`src/rtl/hdmi_period_scheduler.sv`:
```
// Raster timing and TMDS period sequencer for one HDMI/DVI link.
// Places the video preamble and guard band ahead of every active line and registers all encoder controls.
module hdmi_period_scheduler #(
  parameter int H_ACTIVE = 640,
  parameter int H_FP     = 16,
  parameter int H_SYNC   = 96,
  parameter int H_BP     = 48,
  parameter int V_ACTIVE = 480,
  parameter int V_FP     = 10,
  parameter int V_SYNC   = 2,
  parameter int V_BP     = 33,
  parameter int DVI_MODE = 0
) (
  input  logic        pixclk,
  input  logic        reset,
  input  logic        enable,
  output logic [1:0]  period,
  output logic        hsync,
  output logic        vsync,
  output logic [3:0]  ctl,
  output logic [11:0] x,
  output logic [11:0] y,
  output logic        line_start,
  output logic        frame_start,
  output logic        running
);

  typedef enum logic [1:0] {
    PERIOD_CTRL     = 2'd0,
    PERIOD_PREAMBLE = 2'd1,
    PERIOD_GUARD    = 2'd2,
    PERIOD_VIDEO    = 2'd3
  } period_e;

  typedef enum logic {
    ST_IDLE = 1'b0,
    ST_RUN  = 1'b1
  } state_e;

  localparam int H_TOTAL_I = H_ACTIVE + H_FP + H_SYNC + H_BP;
  localparam int V_TOTAL_I = V_ACTIVE + V_FP + V_SYNC + V_BP;

  localparam logic [11:0] H_ACT       = 12'(H_ACTIVE);
  localparam logic [11:0] H_LAST      = 12'(H_TOTAL_I - 1);
  localparam logic [11:0] HS_START    = 12'(H_ACTIVE + H_FP);
  localparam logic [11:0] HS_END      = 12'(H_ACTIVE + H_FP + H_SYNC);
  localparam logic [11:0] PRE_START   = 12'(H_TOTAL_I - 10);
  localparam logic [11:0] PRE_END     = 12'(H_TOTAL_I - 3);
  localparam logic [11:0] GUARD_START = 12'(H_TOTAL_I - 2);

  localparam logic [11:0] V_ACT       = 12'(V_ACTIVE);
  localparam logic [11:0] V_ACT_M1    = 12'(V_ACTIVE - 1);
  localparam logic [11:0] V_LAST      = 12'(V_TOTAL_I - 1);
  localparam logic [11:0] VS_START    = 12'(V_ACTIVE + V_FP);
  localparam logic [11:0] VS_END      = 12'(V_ACTIVE + V_FP + V_SYNC);

  localparam bit USE_ISLANDS = (DVI_MODE == 0);

  state_e      state_q, state_d;
  logic [11:0] x_q, x_d;
  logic [11:0] y_q, y_d;
  period_e     period_q, period_d;
  logic        hsync_q, hsync_d;
  logic        vsync_q, vsync_d;
  logic [3:0]  ctl_q, ctl_d;
  logic        line_start_q, line_start_d;
  logic        frame_start_q, frame_start_d;

  logic        at_line_end;
  logic        at_frame_end;

  // Enable only matters in IDLE and at the last pixel of a frame, so a stop always completes the frame.
  always_comb begin
    state_d      = state_q;
    x_d          = x_q;
    y_d          = y_q;
    at_line_end  = (x_q == H_LAST);
    at_frame_end = at_line_end && (y_q == V_LAST);

    case (state_q)
      ST_IDLE: begin
        if (enable) begin
          state_d = ST_RUN;
          x_d     = H_ACT;
          y_d     = V_LAST;
        end
      end
      ST_RUN: begin
        if (at_line_end) begin
          x_d = 12'd0;
          if (at_frame_end) begin
            y_d = 12'd0;
            if (!enable) begin
              state_d = ST_IDLE;
            end
          end else begin
            y_d = y_q + 12'd1;
          end
        end else begin
          x_d = x_q + 12'd1;
        end
      end
      default: begin
        state_d = ST_IDLE;
        x_d     = 12'd0;
        y_d     = 12'd0;
      end
    endcase
  end

  logic next_line_active;
  logic in_video;
  logic in_guard;
  logic in_preamble;

  // Decode from the next position so every registered output lines up with the registered x/y.
  always_comb begin
    period_d         = PERIOD_CTRL;
    ctl_d            = 4'b0000;
    hsync_d          = 1'b0;
    vsync_d          = 1'b0;
    line_start_d     = 1'b0;
    frame_start_d    = 1'b0;
    next_line_active = (y_d == V_LAST) || (y_d < V_ACT_M1);
    in_video         = (x_d < H_ACT) && (y_d < V_ACT);
    in_guard         = USE_ISLANDS && next_line_active && (x_d >= GUARD_START);
    in_preamble      = USE_ISLANDS && next_line_active &&
                       (x_d >= PRE_START) && (x_d <= PRE_END);

    if (state_d == ST_RUN) begin
      if (in_video) begin
        period_d = PERIOD_VIDEO;
      end else if (in_guard) begin
        period_d = PERIOD_GUARD;
      end else if (in_preamble) begin
        period_d = PERIOD_PREAMBLE;
        ctl_d    = 4'b0001;
      end
      hsync_d       = (x_d >= HS_START) && (x_d < HS_END);
      vsync_d       = (y_d >= VS_START) && (y_d < VS_END);
      line_start_d  = (x_d == 12'd0);
      frame_start_d = (x_d == 12'd0) && (y_d == 12'd0);
    end
  end

  always_ff @(posedge pixclk or posedge reset) begin
    if (reset) begin
      state_q       <= ST_IDLE;
      x_q           <= 12'd0;
      y_q           <= 12'd0;
      period_q      <= PERIOD_CTRL;
      hsync_q       <= 1'b0;
      vsync_q       <= 1'b0;
      ctl_q         <= 4'b0000;
      line_start_q  <= 1'b0;
      frame_start_q <= 1'b0;
    end else begin
      state_q       <= state_d;
      x_q           <= x_d;
      y_q           <= y_d;
      period_q      <= period_d;
      hsync_q       <= hsync_d;
      vsync_q       <= vsync_d;
      ctl_q         <= ctl_d;
      line_start_q  <= line_start_d;
      frame_start_q <= frame_start_d;
    end
  end

  assign period      = period_q;
  assign hsync       = hsync_q;
  assign vsync       = vsync_q;
  assign ctl         = ctl_q;
  assign x           = x_q;
  assign y           = y_q;
  assign line_start  = line_start_q;
  assign frame_start = frame_start_q;
  assign running     = (state_q == ST_RUN);

endmodule

```
`config.mk`:
```
export PLATFORM = sky130hd
export DESIGN_NAME = hdmi_period_scheduler
export DESIGN_NICKNAME = d
export VERILOG_FILES = /design/src/rtl/hdmi_period_scheduler.sv
export SDC_FILE = /design/constraint.sdc
export NUM_CORES = 1
export LEC_CHECK = 0
export BUFFER_PORTS_ARGS = -buffer_cell sky130_fd_sc_hd__buf_4
export CORE_ASPECT_RATIO = 0.8
export CORE_UTILIZATION = 40
export CTS_BUF_LIST = sky130_fd_sc_hd__clkbuf_8
export CTS_CLUSTER_DIAMETER = 100
export CTS_CLUSTER_SIZE = 25
export DETAILED_ROUTE_END_ITERATION = 10
export GPL_TIMING_DRIVEN = 1
export PLACE_DENSITY = 0.69
export SETUP_SLACK_MARGIN = 0.02
export SLEW_MARGIN = 10
export SYNTH_ARGS = -nofsm -noshare
export SYNTH_HDL_FRONTEND = slang
export SYNTH_SLANG_ARGS = --single-unit
```
`constraint.sdc`:
```
create_clock -name pixclk -period 3.7 [get_ports pixclk]
set_input_delay 0.74 -clock pixclk [delete_from_list [all_inputs] [get_ports pixclk]]
set_output_delay 0.74 -clock pixclk [all_outputs]
set_load 0.01 [all_outputs]
```
==> results.sh, run 1 <==
export IMPL_outcome="finished clean"
export IMPL_yosysSeqAreaShare=0.342
export IMPL_final_hold_viol_count=0
export IMPL_path_max_fanout=13
export IMPL_startpoint="x[1]"
export IMPL_async_flop_share=1.00
export IMPL_yosysTopAreaCellShare=0.342
export IMPL_cts_root_buf="clkbuf_8"
export IMPL_clock_sinks=32
export IMPL_min_delay_path_class="in -> async"
export IMPL_viasPerCell=6.13
export IMPL_clk_path_buf_depth=2
export IMPL_worstSetupStartpointType="flip-flop"
export IMPL_nNetsFinal=297
export IMPL_rsz0062_at_grt="false"
export IMPL_max_cap_violations=0
export IMPL_vias=2269
export IMPL_synth_edf_count=0
export IMPL_regToRegStartpoint="x[1]"
export IMPL_fmax_mhz=311
export IMPL_start_util=0.422
export IMPL_fin_cells=370
export IMPL_wirelength_um=6490
export IMPL_hold_buffers=0
export IMPL_cts_tree="yes"
export IMPL_crit_required_ns=3.93
export IMPL_numCtsBuffers=5
export IMPL_drc=0
export IMPL_cts_clk_slew_worst_paths_ns=0.08
export IMPL_r2r_slack_ns=0.48
export IMPL_end_kind="flip-flop"
export IMPL_fp_row_count=24
export IMPL_post_route_util=0.487
export IMPL_place_ws_ns=0.591
export IMPL_fin_crit_ns=3.22
export IMPL_pwr_density_cell_mw_per_mm2=245
export IMPL_slew_headroom=0.577
export IMPL_grt_pass1_wl_um=10300
export IMPL_worst_slew_pin_slew_ns=0.629
export IMPL_cts_resized=0
export IMPL_reg2reg_depth=8
export IMPL_finalClockSkew_ns=0.0124
export IMPL_ys_types=66
export IMPL_ys_warn_count=0
export IMPL_worstSetupPathType="reg -> reg"
export IMPL_slew_violations=0
export IMPL_ant_nets=0
export IMPL_synth_seq_cells=32
export IMPL_grt_max_degree=33
export IMPL_synthFlopType="dfrtp_1"
export IMPL_synth_area_top_cells="dfrtp_1 (34%), o21ai_0 (4.3%), nand3_1 (3.2%), nor2_1 (3.0%), nand4_1 (2.9%)"
export IMPL_avgSynthCellArea_um2=8.87
export IMPL_leakagePower_uw=0.00117
export IMPL_grt_pass1_vias=1937
export IMPL_post_place_cells=362
export IMPL_h_tree_depth=2
export IMPL_drive_gt1_frac=0.209
export IMPL_postCtsSetupBuffers=0
export IMPL_setup_viol=0
export IMPL_arrival_ns=3.45
export IMPL_antenna_found_initial=0
export IMPL_core_area_mm2=0.00556
export IMPL_fp_dieArea_mm2=0.00617
export IMPL_clock_latency_ns=0.30
export IMPL_reg2reg_to="frame_start"
export IMPL_synth_cells=264
export IMPL_final_setup_worst_slack_ns=0.481
export IMPL_dp_hpwl_um=4880
export IMPL_die_y_um=70.4
export IMPL_gp_congestion=0.939
export IMPL_grt_total_usage=0.221
export IMPL_tns_ns=0
export IMPL_synth_top_area_cell="dfrtp_1"
export IMPL_grt_overflow=0
export IMPL_drtIter0Drc=287
export IMPL_port_buffers=34
export IMPL_fin_crit_sh=0.870
export IMPL_diodes=0
export IMPL_die_w_um=87.6
export IMPL_wire_per_inst_um=17.5
export IMPL_power_total_uw=664
export IMPL_ir_drop_uv=112
export IMPL_area_growth_synth_to_final_pct=15.6
export IMPL_dr_pass1_iters=4
export IMPL_syn_area_mm2=0.00234
export IMPL_io_pins=38
[layout by cell type, fill, tap and decap left out, drive strengths merged, types with 4 or more instances in the layout]
cell	Yosys	routed
a21oi	5	5
o211ai	7	7
nor3b	4	4
o21ai	21	21
nand2	18	18
buf	14	37
dfrtp	32	32
o41ai	4	4
nor2b	6	6
nor3	8	8
nor2	19	19
inv	10	10
nand3	16	16
and2	5	5
nand4	13	13
and3	10	10
and4	5	5
a31oi	6	6
clkbuf	5	5
[sequential cells by signal, indices dropped and copies added (netlist names)]
signal / flops
x: 12
y: 12
period: 2
vsync: 1
ctl: 1
frame_start: 1
running: 1
hsync: 1
line_start: 1
[cells in the mapped netlist (all sizes together) (2+ instances only)]
cell type  number
o31ai           2
o41a            2
xor2            2
nand4          13
a2111oi         2
a21o            2
a32o            2
o21ai          21
and4            5
buf            14
nor4            2
and4b           2
a41oi           2
mux2i           3
o211ai          7
ha              3
o22ai           2
nor4b           2
a21oi           5
and3           10
nor3            8
or4             3
a211oi          2
nand2          18
dfrtp          32
nand2b          2
nor2           19
or3             3
inv            10
clkbuf          5
a31oi           6
nor2b           6
and2            5
nor3b           4
nand3          16
o41ai           4
xnor2           2
[worst max path at each step]
stage	endpoint	slack, ns
final	frame_start	0.48
after global routing	frame_start	0.24
after CTS	frame_start	0.52
after detailed placement	frame_start	0.59
after global placement	frame_start	0.67
after floorplan	period[0]	1.12
[routing by layer]
layer	GRT usage	wire length (um)	vias to the layer above
met5	0	0	-
met4	0.0638	87	0
met3	0.0437	517	9
met2	0.299	2680	99
met1	0.348	3200	1097
li1	-	-	1064
[report_power, final]
part	switching, uW	internal (uW)	total [uW]
clock	142	131	273
sequential	5.95	352	358
combinational	21.7	10.7	32.4
total	170	494	664
[worst max-delay path, cell delays in order, from the launching register on]
cell,delay [ns]
dfrtp_1,0.43
ha_1,0.37
and4_1,0.36
nand3_1,0.41
o21ai_1,0.42
o22ai_1,0.23
a2111oi_4,0.49
nor2b_1,0.23
and4b_1,0.20
[layout make-up]
cell class                      count  area [um^2]
Multi-Input combinational cell    205         1410
Clock buffer                        5         68.8
Timing Repair Buffer               37          278
Inverter                           10         37.5
Clock inverter                      3         18.8
Tap cell                           78         97.6
Fill cell                         546         2850
Sequential cell                    32          801
[cells by family (layout without fill, tap and decap cells)]
kind of cell / Yosys count / in the layout / share of synthesized area
buffers and inverters: 29 / 55 / 0.0609
adder cells (fa/ha/maj): 3 / 3 / 0.0160
AO/OA/AOI/OAI: 69 / 69 / 0.231
flip-flops: 32 / 32 / 0.342
AND/OR/NAND/NOR: 123 / 123 / 0.321
other: 1 / 3 / 0.00160
XOR/XNOR: 4 / 4 / 0.0150
multiplexers: 3 / 3 / 0.0128
[through the flow]
step | area (um^2) | hold slack (ns)
2_1_floorplan | 2350 | 0.599
3_3_place_gp | 2620 | 0.600
3_5_place_dp | 2620 | 0.594
4_1_cts | 2710 | 0.542
5_1_grt | 2710 | 0.584
6_report | 2710 | 0.531
(Power assumes the default switching activity.)
==> inputs of run 2 (changes only) <==
--- a/config.mk
+++ b/config.mk
@@ -5,6 +5,7 @@
 export SDC_FILE = /design/constraint.sdc
 export NUM_CORES = 1
 export LEC_CHECK = 0
+export ABC_AREA = 1
 export BUFFER_PORTS_ARGS = -buffer_cell sky130_fd_sc_hd__buf_4
 export CORE_ASPECT_RATIO = 0.8
 export CORE_UTILIZATION = 40
==> run 2 against run 1 <==
Net effect:
- first-iteration DRC count shrank 24%
- maximum frequency grew 19%
- worst setup slack gained 0.51 ns
- power shrank 2.3%
- clock power grew 5%
- wire length shrank 7.1%
- critical path type unchanged
==> results.sh, run 2 <==
export IMPL_outcome="finished clean"
export IMPL_ir_drop_uv=210
export IMPL_final_common_cell="nand2_1"
export IMPL_synth_cells=344
export IMPL_crit_family="simple AND/OR/NAND/NOR gates"
export IMPL_fin_crit_sh=0.733
export IMPL_numCtsBuffers=5
export IMPL_ys_types=32
export IMPL_drc=0
export IMPL_diodes=0
export IMPL_clock_latency_ns=0.29
export IMPL_die_y_um=69.0
export IMPL_fp_row_count=23
export IMPL_yosysMostFrequentCell="nand2_1"
export IMPL_crit_buf_inv=1
export IMPL_core_area_mm2=0.00521
export IMPL_worstSetupStartpointType="flip-flop"
export IMPL_synth_seq_cells=32
export IMPL_cts_root_buf="clkbuf_8"
export IMPL_synth_top_area_cell="dfrtp_1"
export IMPL_drive_gt1_frac=0.149
export IMPL_h_tree_depth=2
export IMPL_dp_hpwl_um=4570
export IMPL_die_w_um=85.7
export IMPL_syn_area_mm2=0.00224
export IMPL_grt_pass1_wl_um=10200
export IMPL_async_flop_share=1.00
export IMPL_gp_congestion=0.885
export IMPL_slowest_delay_ns=0.40
export IMPL_path_cells="ha_1 -> nand2_2 -> nor2_8 -> nand2_4 -> nor2_8 -> nand2_1 -> nand2_1 -> nor2_1 -> o21ai_1 -> inv_1 -> nor2_1 -> nand3_1 -> nor4_1"
export IMPL_yosysTopAreaCellShare=0.357
export IMPL_synth_edf_count=0
export IMPL_area_growth_synth_to_final_pct=18.7
export IMPL_fp_dieArea_mm2=0.00591
export IMPL_wirelength_um=6030
export IMPL_layout_common_cells="nand2_1 (102), inv_1 (53), nor2_1 (47)"
export IMPL_max_cap_violations=0
export IMPL_io_pins=38
export IMPL_fin_crit_ns=2.71
export IMPL_tns_ns=0
export IMPL_post_place_cells=450
export IMPL_cts_tree="yes"
export IMPL_avgSynthCellArea_um2=6.52
export IMPL_crit_required_ns=3.86
export IMPL_antenna_found_initial=0
export IMPL_vias=2320
export IMPL_startpoint="x[0]"
export IMPL_drtIter0Drc=218
export IMPL_cts_resized=0
export IMPL_start_util=0.431
export IMPL_ys_warn_count=0
export IMPL_regToRegStartpoint="x[0]"
export IMPL_wire_per_inst_um=13.2
export IMPL_grt_max_degree=33
export IMPL_post_route_util=0.511
export IMPL_ant_nets=0
export IMPL_hold_buffers=0
export IMPL_final_hold_viol_count=0
export IMPL_slew_headroom=0.521
export IMPL_min_delay_path_class="in -> async"
export IMPL_synthTopCellsByCount="nand2_1 (102), inv_1 (52), nor2_1 (47)"
export IMPL_clk_path_buf_depth=2
export IMPL_yosysSeqAreaShare=0.357
export IMPL_leakagePower_uw=0.00149
export IMPL_synthFlopType="dfrtp_1"
export IMPL_setup_viol=0
export IMPL_pwr_density_cell_mw_per_mm2=244
export IMPL_synth_area_top_cells="dfrtp_1 (36%), nand2_1 (17%), nand3_1 (9.8%), inv_1 (8.7%), nor2_1 (7.9%)"
export IMPL_rsz0062_at_grt="false"
export IMPL_viasPerCell=5.07
export IMPL_grt_pass1_vias=2105
export IMPL_worst_slew_pin_slew_ns=0.718
export IMPL_dr_pass1_iters=5
export IMPL_fin_cells=458
export IMPL_finalClockSkew_ns=0.00787
export IMPL_nNetsFinal=388
export IMPL_postCtsSetupBuffers=0
export IMPL_arrival_ns=2.88
export IMPL_cp_slowest_cell="dfrtp_1"
export IMPL_power_total_uw=649
export IMPL_grt_total_usage=0.226
export IMPL_end_kind="flip-flop"
export IMPL_fmax_mhz=369
export IMPL_clock_sinks=32
export IMPL_slew_violations=0
export IMPL_port_buffers=34
export IMPL_cts_clk_slew_worst_paths_ns=0.07
export IMPL_worstSetupPathType="reg -> reg"
export IMPL_path_max_fanout=19
export IMPL_grt_overflow=0
-- run 2: per-layer routing --
metal,GRT usage,share of wire
met3,0.0500,0.079
met4,0.0646,0.0098
met5,0,0
met2,0.330,0.42
met1,0.333,0.49
-- run 2: cell type report --
class	instances	area [um^2]
clock buffer	6	82.6
clock inverter	2	11.3
fill	537	2550
inverter	52	195
multi-input combinational	255	1210
sequential	32	801
tap	75	93.8
timing repair buffer	36	270
-- run 2: path summary, 6_finish.rpt --
path	depth (start not counted)	endpoint	slack, ns
hold reg to reg	2	y[10]	0.58
max in group asynchronous	3	y[11]	2.87
min in group pixclk	2	y[10]	0.58
setup reg to reg	13	vsync	0.99
setup / recovery	13	vsync	0.99
hold / removal	3	period[0]	0.53
-- run 2: where the power goes --
group	switching, uW	total [uW]	internal [uW]
Combinational	9.36	11.6	2.24
Sequential	0	350	350
Clock	139	288	148
Total	148	649	500
-- run 2: kinds of logic (layout without fill, tap and decap cells) --
family	Yosys count	after routing	share of synthesized area
other cells	1	3	0.00167
compound gates	23	23	0.0591
flops	32	32	0.357
simple gates	223	223	0.446
fa+ha+maj	3	3	0.0167
xor+xnor	3	3	0.0117
buf+inv	59	96	0.108
-- run 2: tightest hold or removal path, stage by stage --
cell and delay, ns:
buf_4 0.10, inv_1 0.04, buf_4 0.35
-- run 2: through the flow --
stage	hold slack (ns)	instance area, um^2	worst slack, ns
6_report	0.529	2660	0.988
5_1_grt	0.579	2660	0.798
2_1_floorplan	0.590	2250	1.66
3_3_place_gp	0.553	2570	1.14
4_1_cts	0.551	2660	1.01
3_5_place_dp	0.556	2570	1.04
